**src/rtl/dcache_req_ctrl_pkg.sv**
```systemverilog
// Shared CPU types for the memory-stage data-cache request path.
// Holds the request FSM encoding and cache address field widths.
package dcache_req_ctrl_pkg;

  localparam int DTAG_W = 26;
  localparam int DIDX_W = 3;

  typedef enum logic [2:0] {
    S_IDLE,
    S_ACCESS,
    S_DONE,
    S_FLUSH,
    S_HALTED
  } dreq_state_t;

endpackage

```
**src/rtl/sat_counter.sv**
```systemverilog
// Saturating up-counter with synchronous clear.
// Holds at all-ones once reached.
module sat_counter #(
  parameter int W = 16
) (
  input  logic         clk_i,
  input  logic         rst_i,
  input  logic         inc_i,
  input  logic         clear_i,
  output logic [W-1:0] cnt_o
);

  logic [W-1:0] cnt_q, cnt_d;

  always_comb begin
    cnt_d = cnt_q;
    if (clear_i)
      cnt_d = '0;
    else if (inc_i && cnt_q != '1)
      cnt_d = cnt_q + 1'b1;
  end

  always_ff @(posedge clk_i or posedge rst_i) begin
    if (rst_i) cnt_q <= '0;
    else       cnt_q <= cnt_d;
  end

  assign cnt_o = cnt_q;

endmodule

```
**src/rtl/dcache_req_ctrl.sv**
```systemverilog
// Memory-stage data-cache request controller: issues one load/store,
// stalls until dhit, then handles halt/flush handshake.
module dcache_req_ctrl
  import dcache_req_ctrl_pkg::*;
#(
  parameter int TIMEOUT = 1023,
  parameter int CNT_W   = 16
) (
  input  logic              CLK,
  input  logic              RST,
  input  logic              mem_valid,
  input  logic              mem_ren,
  input  logic              mem_wen,
  input  logic              mem_atomic,
  input  logic [31:0]       mem_addr,
  input  logic [31:0]       mem_wdata,
  input  logic              halt_in,
  output logic [DTAG_W-1:0] tag,
  output logic [DIDX_W-1:0] indx,
  output logic              offset,
  output logic              dREN,
  output logic              dWEN,
  output logic              datomic,
  output logic              halt,
  output logic [31:0]       dstore,
  input  logic              dhit,
  input  logic              flushed,
  input  logic [31:0]       memout,
  output logic              stall,
  output logic [31:0]       rdata,
  output logic              rdata_valid,
  output logic              halted,
  output logic              timeout_err,
  output logic [CNT_W-1:0]  hit_cnt,
  output logic [CNT_W-1:0]  miss_cnt
);

  localparam int WT_W = $clog2(TIMEOUT + 1);
  localparam logic [WT_W-1:0] WT_MAX  = WT_W'(TIMEOUT);
  localparam logic [WT_W-1:0] WT_LAST = WT_W'(TIMEOUT - 1);

  dreq_state_t     state_q;
  logic [29:0]     addr_q;
  logic [31:0]     wdata_q;
  logic [31:0]     rdata_q;
  logic [WT_W-1:0] wait_q;
  logic            load_q;
  logic            dren_q;
  logic            dwen_q;
  logic            datomic_q;
  logic            halt_q;
  logic            halted_q;
  logic            terr_q;
  logic            hpend_q;

  logic accept;
  logic in_access;
  logic first;
  logic unused_addr;

  assign unused_addr = ^mem_addr[1:0];

  assign accept    = (state_q == S_IDLE) && mem_valid
                   && (mem_ren || mem_wen);
  assign in_access = (state_q == S_ACCESS);
  assign first     = (wait_q == '0);

  always_ff @(posedge CLK or posedge RST) begin
    if (RST) begin
      state_q   <= S_IDLE;
      addr_q    <= '0;
      wdata_q   <= '0;
      rdata_q   <= '0;
      wait_q    <= '0;
      load_q    <= 1'b0;
      dren_q    <= 1'b0;
      dwen_q    <= 1'b0;
      datomic_q <= 1'b0;
      halt_q    <= 1'b0;
      halted_q  <= 1'b0;
      terr_q    <= 1'b0;
      hpend_q   <= 1'b0;
    end else begin
      unique case (state_q)
        S_IDLE: begin
          if (accept) begin
            addr_q    <= mem_addr[31:2];
            wdata_q   <= mem_wdata;
            load_q    <= mem_ren & ~mem_wen;
            dren_q    <= mem_ren & ~mem_wen;
            dwen_q    <= mem_wen;
            datomic_q <= mem_atomic;
            hpend_q   <= halt_in;
            wait_q    <= '0;
            state_q   <= S_ACCESS;
          end else if (halt_in) begin
            halt_q  <= 1'b1;
            state_q <= S_FLUSH;
          end
        end
        S_ACCESS: begin
          if (dhit) begin
            if (load_q) rdata_q <= memout;
            dren_q    <= 1'b0;
            dwen_q    <= 1'b0;
            datomic_q <= 1'b0;
            state_q   <= S_DONE;
          end else begin
            // saturate so a very long miss cannot wrap and look like a hit
            if (wait_q != WT_MAX) wait_q <= wait_q + 1'b1;
            if (wait_q == WT_LAST) terr_q <= 1'b1;
          end
        end
        S_DONE: begin
          if (hpend_q) begin
            hpend_q <= 1'b0;
            halt_q  <= 1'b1;
            state_q <= S_FLUSH;
          end else begin
            state_q <= S_IDLE;
          end
        end
        S_FLUSH: begin
          if (flushed) begin
            halted_q <= 1'b1;
            state_q  <= S_HALTED;
          end
        end
        S_HALTED: ;
        default: state_q <= S_IDLE;
      endcase
    end
  end

  sat_counter #(.W(CNT_W)) u_hit_cnt (
    .clk_i   (CLK),
    .rst_i   (RST),
    .inc_i   (in_access & dhit & first),
    .clear_i (1'b0),
    .cnt_o   (hit_cnt)
  );

  sat_counter #(.W(CNT_W)) u_miss_cnt (
    .clk_i   (CLK),
    .rst_i   (RST),
    .inc_i   (in_access & dhit & ~first),
    .clear_i (1'b0),
    .cnt_o   (miss_cnt)
  );

  assign tag         = addr_q[29:4];
  assign indx        = addr_q[3:1];
  assign offset      = addr_q[0];
  assign dstore      = wdata_q;
  assign dREN        = dren_q;
  assign dWEN        = dwen_q;
  assign datomic     = datomic_q;
  assign halt        = halt_q;
  assign halted      = halted_q;
  assign timeout_err = terr_q;
  assign rdata       = rdata_q;
  assign rdata_valid = (state_q == S_DONE) && load_q;
  assign stall       = accept || in_access
                    || (state_q == S_FLUSH)
                    || (state_q == S_HALTED);

endmodule

```
**config.mk**
```make
export PLATFORM = sky130hd
export DESIGN_NAME = dcache_req_ctrl
export DESIGN_NICKNAME = d
export VERILOG_FILES = /design/src/rtl/dcache_req_ctrl_pkg.sv /design/src/rtl/sat_counter.sv /design/src/rtl/dcache_req_ctrl.sv
export SDC_FILE = /design/constraint.sdc
export NUM_CORES = 1
export LEC_CHECK = 0
export CAP_MARGIN = 25
export CORE_UTILIZATION = 48
export CTS_CLUSTER_DIAMETER = 50
export CTS_CLUSTER_SIZE = 24
export DETAILED_ROUTE_END_ITERATION = 6
export GPL_TIMING_DRIVEN = 0
export PLACE_DENSITY = 0.95
export SLEW_MARGIN = 20
export SYNTH_ARGS = -nofsm -noshare
export SYNTH_HDL_FRONTEND = slang
export SYNTH_SLANG_ARGS = --single-unit
```
**constraint.sdc**
```tcl
create_clock -name CLK -period 15.6 [get_ports CLK]
set_input_delay 3.12 -clock CLK [delete_from_list [all_inputs] [get_ports CLK]]
set_output_delay 3.12 -clock CLK [all_outputs]
set_load 0.005 [all_outputs]
```
* After elaboration in Yosys (flattened, before gate mapping)
Index checks and enable logic that the tools add are counted.
** Word-level totals
- Register bits after elaboration :: 147
- Input bits :: 105
- Output and inout port bits :: 134
- Logic and storage cells :: 88
** Cells by class
- Add/sub/neg operators :: 3
- Equality and inequality tests :: 17
- Mux-type cells :: 23
- Bitwise operators :: 8
- Reduce and logical (&&, ||, !) cells :: 22
** Operators by type and width (count)
- 16-bit by 1-bit adder with 16-bit output (second input constant) :: 2
- 16-bit inequality test (second input constant) :: 2
- 10-bit 2-to-1 mux :: 3
- 10-bit one-hot mux with 2 select lines :: 1
- 3-bit one-hot mux with 5 select lines :: 1
- 2-bit inequality test (second input constant) :: 7
- 3-bit 2-to-1 mux :: 4
- 4-bit AND reduction :: 3
- 10-bit by 1-bit adder with 10-bit output (second input constant) :: 1
- 10-bit equality test (second input constant) :: 1
- 10-bit zero test :: 1
- 10-bit inequality test (second input constant) :: 1
- 1-bit one-hot mux with 2 select lines :: 5
- 3-bit AND reduction :: 3
- 1-bit 2-to-1 mux :: 8
- 3-bit by 2-bit equality test with 1-bit output (second input constant) :: 2
- 2-bit AND reduction :: 3
- 1-bit logical AND :: 5
- 1-bit bitwise AND :: 4
- 1-bit logical OR :: 4
- 1-bit inverter :: 4
- 2-bit nonzero test :: 2
- 3-bit by 1-bit equality test with 1-bit output (second input constant) :: 1
- 3-bit equality test (second input constant) :: 1
- other kinds (4) :: 4

* Depth between registers and ports, before layout
- Depth after elaboration :: 6
- Depth in mapped cells :: 7
- Depth with buffers taken out :: 6

* By module
From an unflattened synthesis, not the netlist that was laid out.
** Second synthesis, totals
- Cells, all modules :: 526
- Area, all modules :: 6555.0 um2
** Modules (own cells, without submodules)
- dcache_req_ctrl :: instances 1, cells an instance 324, area each 4690.7 um2, seq. area each 2877.8 um2
- sat_counter :: instances 2, cells an instance 101, area each 932.1 um2, seq. area each 400.4 um2

* Worst setup path before layout
No wires, ideal clock.
- Path type :: input-to-output
- From :: input port mem_ren
- To :: output port stall
- Arrival :: 3.528 ns
- Required time :: 12.480 ns
- Setup slack :: 8.952 ns
- Stages :: 3
- Path buffers :: 0
- Path through :: o21a_1 o21ai_0 nand2_1
** Between the ends
- Cells in the longest elaborated chain, start to end :: 5
** RTL lines
- start: declaration :: line dcache_req_ctrl.sv:12 : input logic mem_ren,
- 1-bit logical OR :: line dcache_req_ctrl.sv:64 : && (mem_ren || mem_wen);
- 1-bit logical AND :: line dcache_req_ctrl.sv:64
- 1-bit logical OR :: line dcache_req_ctrl.sv:163 : assign stall = accept || in_access
- 1-bit logical OR :: line dcache_req_ctrl.sv:164 : || (state_q == S_FLUSH)
- 1-bit logical OR :: line dcache_req_ctrl.sv:165 : || (state_q == S_HALTED);
- end: declaration :: line dcache_req_ctrl.sv:29 : output logic stall,
No other way between the ends.

* Final worst setup path
- From :: input port mem_wen
- To :: output port stall
** Between the ends
- Cells in the longest elaborated chain, start to end :: 5
** RTL lines
- start: declaration :: line dcache_req_ctrl.sv:13 : input logic mem_wen,
- 1-bit logical OR :: line dcache_req_ctrl.sv:64
- 1-bit logical AND :: line dcache_req_ctrl.sv:64
- 1-bit logical OR :: line dcache_req_ctrl.sv:163
- 1-bit logical OR :: line dcache_req_ctrl.sv:164
- 1-bit logical OR :: line dcache_req_ctrl.sv:165
No other way between the ends.

==> results.sh <==
export IMPL_port_buffer_count=236
export IMPL_die_height_um=117
export IMPL_p_leak_nw=4.11
export IMPL_cpMostUsedCell="clkdlybuf4s50_1"
export IMPL_synth_enable_flop_cells=0
export IMPL_outcome="complete, no violations"
export IMPL_diodes=0
export IMPL_area_growth_pct=51.3
export IMPL_synthCells=479
export IMPL_nets=845
export IMPL_clock_sinks=147
export IMPL_h_tree_depth=4
export IMPL_final_cell_mix="236 x clkdlybuf4s50_1, 147 x dfrtp_1, 85 x mux2_2, 28 x xor2_1, 28 x nand2_1"
export IMPL_antenna_found_initial=0
export IMPL_clock_skew_ns=0.00733
export IMPL_hpwl_mm=11.9
export IMPL_arrival_ns=4.60
export IMPL_via_per_inst=5.33
export IMPL_drive_gt1_share_pct=20.6
export IMPL_fin_crit_sh_pct=49.5
export IMPL_grt_max_degree=82
export IMPL_cts_hold_buffers=0
export IMPL_yosys_warnings=0
export IMPL_cts_tree="done"
export IMPL_clock_root_buffer="clkbuf_16"
export IMPL_async_reset_ff_share_pct=100
export IMPL_wl_per_cell_um=18.3
export IMPL_cp_max_fo=5
export IMPL_syn_nets=589
export IMPL_fillers=809
export IMPL_antenna_left=0
export IMPL_cts_buffers=17
export IMPL_setup_tns_ns=0
export IMPL_coreArea_um2=12800
export IMPL_grt_pass1_vias=5080
export IMPL_final_max_slew_violation_count=0
export IMPL_clock_latency_ns=0.42
export IMPL_power_density_nw_per_um2=177
export IMPL_grt_util_all_layers_pct=24.7
export IMPL_cpPeakStageDelay_ns=0.56
export IMPL_drc=0
export IMPL_cp_start_kind="primary input"
export IMPL_start_util_pct=49.7
export IMPL_syn_mean_instance_area_um2=13.2
export IMPL_synth_seq_cells=147
export IMPL_rows=41
export IMPL_yosysSeqAreaShare_pct=58.0
export IMPL_cap_violations=0
export IMPL_period_needed_ns=7.72
export IMPL_via_count=4897
export IMPL_crit_family="buffers and inverters"
export IMPL_grt_setup_unrepaired="false"
export IMPL_maxSlewHeadroom_pct=44.5
export IMPL_cts_setup_buffers=0
export IMPL_netlist_area_um2=6350
export IMPL_critPathSlowestCell="clkdlybuf4s50_1"
export IMPL_setup_violations_final=0
export IMPL_die_w_um=117
export IMPL_ir_drop_mv=0.0918
export IMPL_ys_flop_type="dfrtp_1"
export IMPL_hold_viol=0
export IMPL_cp_num_buf_inv=2
export IMPL_holdCritPathClass="flop to flop"
export IMPL_path_class="primary input to primary output"
export IMPL_worst_slew_pin_slew_ns=0.827
export IMPL_drt_iter0_markers=278
export IMPL_synth_cell_types=51
export IMPL_grt_pass1_wl_mm=25.4
export IMPL_dp_slack_ns=7.92
export IMPL_critPathRequiredTime_ns=12.48
export IMPL_cts_resized=0
export IMPL_clk_pin_slew_worst_paths_ns=0.06
export IMPL_drt_total_wl_mm=16.8
export IMPL_layout_commonest_cell="clkdlybuf4s50_1"
export IMPL_fmaxAchievable_ghz=0.130
export IMPL_gp_congestion=0.863
export IMPL_io_pins=239
export IMPL_overflow=0
export IMPL_worst_slack_ns=7.88
export IMPL_cts_buffer_depth=2
export IMPL_dr_pass1_iters=5
export IMPL_dieArea_um2=13700
export IMPL_path_cells="clkdlybuf4s50_1 > o21a_1 > o21ai_0 > nand2_1 > clkdlybuf4s50_1"
export IMPL_worstSetupEndpointType="primary output"
-- logic make-up (layout without fill, tap and decap cells) --
logic type / after synthesis / count (layout) / share of synthesized area [%]
flops: 147 / 147 / 58.0
buf+inv: 30 / 298 / 2.64
fa+ha+maj: 5 / 5 / 0.986
simple gates: 128 / 128 / 12.5
xor+xnor: 28 / 28 / 3.86
compound gates: 42 / 42 / 4.48
mux: 99 / 99 / 17.5
-- stage by stage --
step | hold slack [ns] | instances | power (W) | instance area (µm²) | util (%)
2_1_floorplan | 0.451 | 479 | 0.000875 | 6350 | -
3_3_place_gp | 0.450 | 887 | 0.00123 | 8920 | 69.9
3_5_place_dp | 0.453 | 888 | 0.00126 | 8960 | 70.1
4_1_cts | 0.463 | 919 | 0.00171 | 9600 | 75.1
5_1_grt | 0.480 | 919 | 0.00179 | 9600 | 75.1
6_report | 0.466 | 919 | 0.00170 | 9600 | 75.1
-- Yosys cell counts, types with 5 or more instances --
library cell / instances / area (µm²)
and3_1: 7 / 43.8
inv_1: 6 / 22.5
a31oi_1: 8 / 50.1
buf_2: 11 / 55.1
o21ai_0: 11 / 55.1
buf_4: 7 / 52.6
nand2b_1: 6 / 37.5
mux2_1: 13 / 146
dfrtp_1: 147 / 3680
nand4_1: 9 / 56.3
nor4_2: 8 / 100
ha_1: 5 / 62.6
and4_1: 7 / 61.3
nand2_1: 28 / 105
a21oi_1: 9 / 45.0
nand3_1: 12 / 60.1
nor4_1: 5 / 31.3
mux2_2: 85 / 957
xor2_1: 28 / 245
nor2_1: 15 / 56.3
nor3_1: 16 / 80.1
-- flip-flops by register name, indices dropped and copies added (netlist names), 3 cells and up --
| signal | cells |
|---|---|
| u_hit_cnt.cnt_o | 16 |
| u_miss_cnt.cnt_o | 16 |
| addr_q | 30 |
| rdata | 32 |
| dstore | 32 |
| state_q | 3 |
| wait_q | 10 |
-- per-layer routing --
layer / vias to the layer above / share of wire (%) / global-route usage, %
li1: 2250 / - / -
met1: 2419 / 37 / 26.5
met2: 198 / 55 / 45.8
met3: 30 / 6.4 / 6.44
met4: 0 / 2.2 / 10.4
met5: - / 0 / 0
-- power by group --
| part | switching (W) | internal [W] | total, W | leakage (nW) |
|---|---|---|---|---|
| Combinational | 0.000220 | 0.000412 | 0.000632 | 1.98 |
| Clock | 0.000154 | 0.000291 | 0.000446 | 0.311 |
| Sequential | 0.0000916 | 0.000530 | 0.000621 | 1.83 |
| Total | 0.000466 | 0.00123 | 0.00170 | 4.11 |
-- cell type report --
cell class	count	area [µm²]	share of cell area, %
clock inverter	9	176	1.84
multi-input combinational	302	2500	26.0
tap	172	215	2.24
inverter	6	30.0	0.313
buffer	24	145	1.51
timing repair buffer	237	2390	24.9
sequential	147	3680	38.3
clock buffer	22	464	4.84
-- path summary, 6_finish.rpt --
path / startpoint / endpoint / slack, ns / depth (start not counted)
worst max-delay path: mem_wen / stall / 7.88 / 5
worst min-delay path: halt$_DFFE_PP0P_ / halt$_DFFE_PP0P_ / 0.47 / 1
worst max register to register: u_hit_cnt.cnt_o[0]$_DFFE_PP0P_ / u_hit_cnt.cnt_o[10]$_DFFE_PP0P_ / 13.47 / 7
worst min register to register: halt$_DFFE_PP0P_ / halt$_DFFE_PP0P_ / 0.47 / 1
max in group asynchronous: RST / dstore[9]$_DFFE_PP0P_ / 11.65 / 3
min in group asynchronous: RST / rdata[5]$_DFFE_PP0P_ / 3.18 / 2
Power figures use the tool's default switching activity.
